<file path="config.mk">
export PLATFORM = sky130hd
export DESIGN_NAME = isr_sched
export DESIGN_NICKNAME = d
export VERILOG_FILES = /design/src/rtl/isr_sched_pkg.sv /design/src/rtl/isr_rr_arb.sv /design/src/rtl/isr_sched.sv
export SDC_FILE = /design/constraint.sdc
export NUM_CORES = 1
export LEC_CHECK = 0
export ABC_AREA = 1
export CAP_MARGIN = 0
export CORE_AREA = 2 2 717 719
export CTS_CLUSTER_DIAMETER = 200
export DETAILED_ROUTE_END_ITERATION = 16
export DIE_AREA = 0 0 719 721
export HOLD_SLACK_MARGIN = 0.08
export PLACE_DENSITY = 0.3
export SYNTH_ARGS = -nofsm -noshare
export SYNTH_HDL_FRONTEND = slang
export SYNTH_SLANG_ARGS = --single-unit
</file>
<file path="constraint.sdc">
create_clock -name clk -period 2.9 [get_ports clk]
set_input_delay 0.725 -clock clk [delete_from_list [all_inputs] [get_ports clk]]
set_output_delay 0.725 -clock clk [all_outputs]
set_load 0.01 [all_outputs]
</file>
<file path="src/rtl/isr_sched_pkg.sv">
// Shared types and default sizes for the square-root core scheduler.
package isr_sched_pkg;

   typedef enum logic [1:0] {
      IDLE   = 2'd0,
      LAUNCH = 2'd1,
      WAIT   = 2'd2,
      RESP   = 2'd3
   } state_t;

   localparam int DEF_NREQ    = 4;
   localparam int DEF_DIN_W   = 256;
   localparam int DEF_VOUT_W  = 128;
   localparam int DEF_ROUT_W  = 129;
   localparam int DEF_TIMEOUT = 512;

   function automatic int wrap_idx(input int i, input int n);
      return (i >= n) ? i - n : i;
   endfunction

endpackage

</file>
<file path="src/rtl/isr_rr_arb.sv">
// Combinational round-robin picker: first valid requester strictly after ptr, wrapping.
module isr_rr_arb
   import isr_sched_pkg::*;
#(
   parameter int NREQ = DEF_NREQ
)(
   input  logic [NREQ-1:0]         valid,
   input  logic [$clog2(NREQ)-1:0] ptr,
   output logic [NREQ-1:0]         grant,
   output logic [$clog2(NREQ)-1:0] idx,
   output logic                    any
);

   localparam int IDX_W = $clog2(NREQ);

   always_comb begin
      int j;
      grant = '0;
      idx   = '0;
      any   = 1'b0;
      j     = 0;
      for (int k = 1; k <= NREQ; k++) begin
         j = wrap_idx(int'(ptr) + k, NREQ);
         if (!any && valid[j]) begin
            any      = 1'b1;
            grant[j] = 1'b1;
            idx      = IDX_W'(j);
         end
      end
   end

endmodule

</file>
<file path="src/rtl/isr_sched.sv">
// Shares one integer-square-root core among NREQ requesters: round-robin grant,
// one operation in flight, per-operation watchdog.
module isr_sched
   import isr_sched_pkg::*;
#(
   parameter int NREQ    = DEF_NREQ,
   parameter int DIN_W   = DEF_DIN_W,
   parameter int VOUT_W  = DEF_VOUT_W,
   parameter int ROUT_W  = DEF_ROUT_W,
   parameter int TIMEOUT = DEF_TIMEOUT
)(
   input  logic                    clk,
   input  logic                    reset,
   input  logic [NREQ-1:0]         req_valid,
   input  logic [NREQ*DIN_W-1:0]   req_data,
   output logic [NREQ-1:0]         req_ready,
   output logic [DIN_W-1:0]        core_din,
   output logic                    core_calcen,
   output logic                    core_clken,
   input  logic [VOUT_W-1:0]       core_vout,
   input  logic [ROUT_W-1:0]       core_rout,
   input  logic                    core_calcend,
   input  logic                    core_idle,
   output logic                    rsp_valid,
   input  logic                    rsp_ready,
   output logic [$clog2(NREQ)-1:0] rsp_id,
   output logic [VOUT_W-1:0]       rsp_root,
   output logic [ROUT_W-1:0]       rsp_rem,
   output logic                    rsp_err,
   output logic                    busy,
   output logic                    err_sticky
);

   localparam int IDX_W = $clog2(NREQ);
   localparam int WD_W  = $clog2(TIMEOUT);

   state_t            state;
   logic [IDX_W-1:0]  ptr;
   logic [WD_W-1:0]   wdog;
   logic [NREQ-1:0]   grant;
   logic [IDX_W-1:0]  grant_idx;
   logic              grant_any;
   logic              take;

   isr_rr_arb #(.NREQ(NREQ)) u_arb (
      .valid (req_valid),
      .ptr   (ptr),
      .grant (grant),
      .idx   (grant_idx),
      .any   (grant_any)
   );

   // Accept is combinational so the requester sees it in the same cycle its data is captured.
   assign take      = (state == IDLE) && grant_any && core_idle && !reset;
   assign req_ready = take ? grant : '0;
   assign busy      = (state != IDLE);

   always_ff @(posedge clk) begin
      if (reset) begin
         state       <= IDLE;
         ptr         <= IDX_W'(NREQ - 1);
         wdog        <= '0;
         core_din    <= '0;
         core_calcen <= 1'b0;
         core_clken  <= 1'b0;
         rsp_valid   <= 1'b0;
         rsp_id      <= '0;
         rsp_root    <= '0;
         rsp_rem     <= '0;
         rsp_err     <= 1'b0;
         err_sticky  <= 1'b0;
      end else begin
         core_clken  <= 1'b1;
         core_calcen <= 1'b0;
         case (state)
            IDLE: begin
               if (take) begin
                  core_din    <= req_data[int'(grant_idx)*DIN_W +: DIN_W];
                  rsp_id      <= grant_idx;
                  ptr         <= grant_idx;
                  core_calcen <= 1'b1;
                  state       <= LAUNCH;
               end
            end
            LAUNCH: begin
               wdog  <= '0;
               state <= WAIT;
            end
            WAIT: begin
               // A calcend arriving on the final watchdog cycle still counts as success.
               if (core_calcend) begin
                  rsp_root  <= core_vout;
                  rsp_rem   <= core_rout;
                  rsp_err   <= 1'b0;
                  rsp_valid <= 1'b1;
                  state     <= RESP;
               end else if (wdog == WD_W'(TIMEOUT - 1)) begin
                  rsp_root   <= '0;
                  rsp_rem    <= '0;
                  rsp_err    <= 1'b1;
                  err_sticky <= 1'b1;
                  rsp_valid  <= 1'b1;
                  state      <= RESP;
               end else begin
                  wdog <= wdog + 1'b1;
               end
            end
            RESP: begin
               if (rsp_ready) begin
                  rsp_valid <= 1'b0;
                  state     <= IDLE;
               end
            end
            default: state <= IDLE;
         endcase
      end
   end

endmodule

</file>
==> impl_metrics.tcl, run 1 <==
set metrics [dict create \
    status "finished with violations" \
    violations "negative setup slack" \
    area_growth_pct 135.0 \
    grt_start_max_net_pins 157 \
    viasPerCell 3.052 \
    rsz0062_at_grt "true" \
    dpl.cell_count 13232 \
    fp-row-count 263 \
    worst_pin_slew_ns 1.215 \
    gp_congestion 0.8934 \
    drtAntennaViolNets 0 \
    wl_um 424500 \
    drive_above_1_share_pct 17.70 \
    setup.worst_path.class "flip-flop to output pin" \
    syn-num-nets 5908 \
    first_iter_violations 2822 \
    avgSynthCellArea_um2 6.164 \
    setup_viol 12 \
    die_w_um 719 \
    die_h_um 721 \
    track_usage_pct 15.33 \
    r2r_setup_slack_ns -0.04 \
    vias 41533 \
    drc 0 \
    clock_sinks 533 \
    cp_data_arrival_time_ns 2.76 \
    detailed_place_hpwl_um 359200 \
    h-tree-depth 3 \
    async_reset_ff_share_pct 0 \
    cp.required_ns 2.17 \
    fin_crit_sh_pct 120.2 \
    ios 1815 \
    portBuffers 1814 \
    syn-cell-area_mm2 0.02837 \
    clock.fmax_ghz 0.2870 \
    ys_types 35 \
    antenna_found_initial 242 \
    clk_path_buf_depth 4 \
    clkTransAtPathRegs_ns 0.06 \
    ys_warn_count 0 \
    drv_cap 0 \
    max-slew-margin-rel_pct 18.97 \
    synth-seq-cells 533 \
    hold_violations 0 \
    fin_tns_setup_ns -2.415 \
    ys_seq_area_share_pct 37.60 \
    finalNonFillerCells 13608 \
    final_common_cell "clkdlybuf4s50_1" \
    grt_pass1_wl_um 508400 \
    synthCells 4603 \
    critPathCaptureType "output pin" \
    synth_edf_count 0 \
    drt-pass1-iter-count 5 \
    place_ws_ns -1.602 \
    root_buffer "clkbuf_16" \
    leakagePower_nw 25.46 \
    post-route-min-period_ns 3.485 \
    maxSlewViolCount 0 \
    power.total_mw 63.21 \
    core_mm2 0.5110 \
    final_util_pct 13.05 \
    power.density_mw_per_mm2 947.8 \
    path_max_fanout 5 \
    insertion_delay_ns 0.86 \
    fp.dieArea_mm2 0.5184 \
    fin_ws_ns -0.5846 \
    start_kind "flip-flop" \
    globalRouteOverflowTotal 0 \
    hp-class "primary input to flip-flop" \
    synthFlopType "dfxtp_1" \
    ir_drop_v 0.0004368 \
    final_nets 7985 \
    grt_pass1_vias 40854 \
    fin_worst_skew_ns 0.09648 \
    routedWlPerCell_um 31.20 \
    cts_tree "done" \
    final_cell_mix "1702 x clkdlybuf4s50_1, 1397 x nand2_1, 958 x nand3_1" \
    start_util_pct 5.552 \
    cts_buffers 95 \
    cts_hold_buf 0 \
]
[registers in the layout, indices dropped and copies added (netlist names)]
signal,cells
err_sticky,1
wdog,9
rsp_root,128
ptr,2
rsp_rem,129
rsp_err,1
core_clken,1
state,2
rsp_valid,1
rsp_id,2
core_calcen,1
core_din,256
[layout make-up]
type / count / area, µm²
Tap cell: 6757 / 8454
Multi-Input combinational cell: 3505 / 17790
Clock buffer: 137 / 2765
Sequential cell: 533 / 10690
Antenna cell: 104 / 260.3
Clock inverter: 27 / 407.9
Fill cell: 59202 / 444400
Timing Repair Buffer: 2369 / 25590
Inverter: 176 / 734.5
[through the flow]
stage / hold WS (ns) / area [µm²]
after floorplan: 0.4436 / 28370
final: 0.4231 / 66690
after global placement: 0.4499 / 58530
after CTS: 0.2846 / 62940
after detailed placement: 0.4590 / 58530
after global routing: 0.3483 / 66550
[critical path, stage by stage, from the launching register on]
cell	delay [ns]
dfxtp_2	0.36
inv_4	0.05
ha_4	0.30
inv_4	0.06
nand2_4	0.09
nand2_8	0.07
nor2_4	0.14
nand2_2	0.08
buf_6	0.12
o22ai_4	0.09
a21oi_2	0.04
nand2_1	0.08
nand2_2	0.10
inv_2	0.09
buf_12	0.15
[what timing repair did]
item / in CTS / in global routing
endpoints found under the setup margin: 308 / 225
buffers inserted: 22 / 65
pin swaps: 22 / 167
cloned: 6 / 42
gates resized for setup: 292 / 491
[synth_stat cells, types with 3 or more instances]
cell | number | share of area (%)
a21oi_1 | 272 | 4.8
nor3b_1 | 4 | 0.11
ha_1 | 15 | 0.66
inv_2 | 6 | 0.079
nor2_1 | 440 | 5.8
nor2_4 | 3 | 0.12
o21ai_0 | 8 | 0.14
clkbuf_1 | 207 | 2.7
nand2_2 | 6 | 0.13
nand3_1 | 1234 | 22
buf_6 | 7 | 0.28
nand2_4 | 5 | 0.20
dfxtp_1 | 533 | 38
nor3_1 | 4 | 0.071
inv_1 | 168 | 2.2
nand2_1 | 1497 | 20
buf_4 | 4 | 0.11
buf_2 | 137 | 2.4
buf_1 | 34 | 0.45
[worst paths after layout]
| path | from | endpoint | cells past startpoint |
|---|---|---|---|
| setup reg to reg | ptr[0] | core_din[57] | 18 |
| hold / removal | core_rout[79] | rsp_rem[79] | 3 |
| hold reg to reg | err_sticky | err_sticky | 1 |
| setup / recovery | ptr[0] | req_ready[0] | 14 |
[where the power goes]
group / internal, mW / total (mW) / switching [mW]
clock: 7.23 / 12.3 / 5.05
combinational: 17.3 / 40.2 / 22.9
sequential: 9.30 / 10.8 / 1.48
[layer usage]
| layer | routed length [µm] | vias to the layer above | GRT usage (%) |
|---|---|---|---|
| li1 | - | 19270 | - |
| met3 | 41830 | 511 | 6.419 |
| met5 | 496 | - | 0 |
| met4 | 11590 | 74 | 2.868 |
| met2 | 196300 | 1724 | 25.48 |
| met1 | 174300 | 19954 | 18.49 |
[logic make-up after synthesis]
family | synth area share, %
and+or+nand+nor | 48.13
buffers and inverters | 8.325
DFF | 37.60
AOI/OAI and AO/OA | 5.252
adders and majority gates | 0.6614
xor gates and xnor gates | 0.03087
No activity file was read; power rests on OpenSTA's default activity.
==> run 2, diff against run 1 <==
--- a/config.mk
+++ b/config.mk
@@ -7,12 +7,13 @@
 export LEC_CHECK = 0
 export ABC_AREA = 1
 export CAP_MARGIN = 0
-export CORE_AREA = 2 2 717 719
+export CORE_AREA = 3 3 697 699
 export CTS_CLUSTER_DIAMETER = 200
 export DETAILED_ROUTE_END_ITERATION = 16
-export DIE_AREA = 0 0 719 721
-export HOLD_SLACK_MARGIN = 0.08
+export DIE_AREA = 0 0 700 702
+export HOLD_SLACK_MARGIN = 0.03
 export PLACE_DENSITY = 0.3
+export SKIP_CTS_REPAIR_TIMING = 1
 export SYNTH_ARGS = -nofsm -noshare
 export SYNTH_HDL_FRONTEND = slang
 export SYNTH_SLANG_ARGS = --single-unit
==> impl_metrics.tcl, run 2 (synthesized netlist as in run 1, its figures left out) <==
set metrics [dict create \
    ios 1815 \
    routedWlPerCell_um 32.02 \
    start_util_pct 5.921 \
    p_int_mw 32.53 \
    final_common_cell "clkdlybuf4s50_1" \
    root_buffer "clkbuf_16" \
    regMostFlops "core_din" \
    clk_path_buf_depth 4 \
    power.density_mw_per_mm2 937.1 \
    slowest_delay_ns 0.37 \
    cts_buffers 93 \
    seqPwrFrac_pct 17.6 \
    cp_num_cells 15 \
    ff2ff_path_depth 22 \
    clkTransAtPathRegs_ns 0.06 \
    dpl.cell_count 12879 \
    grt_start_max_net_pins 147 \
    leakagePower_nw 24.86 \
    worst_path_max_delay_cell "dfxtp_4" \
    core_mm2 0.4793 \
    antenna_found_initial 216 \
    clock_sinks 533 \
    ir_drop_v 0.0004344 \
    p_clk_share_pct 18.7 \
    start_kind "flip-flop" \
    detailed_place_hpwl_um 357800 \
    timing.rr.start "ptr[0]" \
    drc 0 \
    cp.required_ns 2.17 \
    gp_congestion 0.9070 \
    min_from "core_vout[117]" \
    grt_pass1_vias 40896 \
    h-tree-depth 3 \
    setup_viol 225 \
    r2r_setup_slack_ns -0.27 \
    fin_ws_ns -0.7082 \
    setup.worst_path.class "flip-flop to output pin" \
    drv_cap 0 \
    final_nets 8000 \
    portBuffers 1814 \
    hp-class "primary input to flip-flop" \
    die_h_um 702 \
    rsz0062_at_grt "true" \
    critPathCaptureType "output pin" \
    r2r_end "core_din[193]" \
    status "finished with violations" \
    viasPerCell 3.174 \
    drive_above_1_share_pct 16.77 \
    fp.dieArea_mm2 0.4914 \
    switching_share_pct 47.68 \
    fp-row-count 254 \
    insertion_delay_ns 0.85 \
    cts_tree "done" \
    crit_chain "inv_4, ha_4, inv_2, nand2_2, nand2_4, buf_12, nor2_4, buf_6, buf_6, buf_4, nand3_2, nand2_2, o21ai_4, inv_2, buf_12" \
    post-route-min-period_ns 3.608 \
    wl_um 424200 \
    worst_hold_slack_ns 0.4458 \
    final_cell_mix "1796 x clkdlybuf4s50_1, 1375 x nand2_1, 1100 x nand3_1" \
    clock.fmax_ghz 0.2771 \
    top_regs "core_din x256, rsp_rem x129, rsp_root x128" \
    cp.buffers_inverters 8 \
    track_usage_pct 15.94 \
    drt-pass1-iter-count 7 \
    crit_family "buffers and inverters" \
    first_iter_violations 3375 \
    max-slew-margin-rel_pct 38.08 \
    power.total_mw 62.17 \
    finalNonFillerCells 13247 \
    fin_crit_sh_pct 124.4 \
    largest_reg_flops 256 \
    p_switching_mw 29.64 \
    globalRouteOverflowTotal 0 \
    holdPathStages 3 \
    die_w_um 700 \
    maxSlewViolCount 0 \
    violations "negative setup slack" \
    drtAntennaViolNets 0 \
    grt_pass1_wl_um 502000 \
    area_growth_pct 133.8 \
    worst_pin_slew_ns 0.9288 \
    fin_worst_skew_ns 0.1076 \
    path_max_fanout 6 \
    fin_tns_setup_ns -24.79 \
    vias 42045 \
    hold_violations 0 \
    min_to "rsp_root[117]" \
    cp_data_arrival_time_ns 2.88 \
    pwr-share-comb_pct 63.7 \
]
## run 2: stage by stage
stage	worst slack, ns	instance area, µm²	util, %
2_1_floorplan	0.09728	28370	-
3_3_place_gp	-1.529	58270	12.16
3_5_place_dp	-1.475	58270	12.16
4_1_cts	-1.803	61220	12.77
5_1_grt	-0.8947	66280	13.83
6_report	-0.7082	66340	13.84
## run 2: how the worst max path moves through the flow
stage	from	end	slack, ns
finish	ptr[0]	req_ready[2]	-0.71
global route	ptr[0]	req_ready[1]	-0.89
CTS	ptr[0]	req_ready[1]	-1.80
detailed placement	req_valid[2]	req_ready[1]	-1.48
global placement	req_valid[2]	req_ready[1]	-1.53
floorplan	ptr[0]	req_ready[1]	0.1
## run 2: power groups by stage
stage | registers, mW | clock network [mW] | logic (mW)
3_5_place_dp | 11.1 | 0 | 33.9
4_1_cts | 11.0 | 12.2 | 34.0
3_3_place_gp | 11.1 | 0 | 34.2
5_1_grt | 11.1 | 12.4 | 42.2
2_1_floorplan | 11.3 | 0 | 11.0
6_report | 10.9 | 11.6 | 39.6
## run 2: per-layer routing
metal  part of all wire (%)  track usage, %  wire length [µm]
met1                     40           18.52            168800
met2                     46           25.97            195400
met3                     11           7.944             48770
met4                    2.5           3.936             10740
met5                  0.094               0               399
## run 2: tightest hold or removal path, stage by stage
cell and delay, ns:
clkdlybuf4s50_1 0.39, nand2_1 0.07, a21oi_1 0.05
## run 2: area by class of cell
cell class / instances / area [µm²]
inverter: 176 / 723.2
timing repair buffer: 2386 / 25970
tap: 6400 / 8008
clock buffer: 133 / 2668
multi-input combinational: 3505 / 17800
fill: 55462 / 412900
clock inverter: 25 / 281.5
antenna: 89 / 222.7
sequential: 533 / 10680
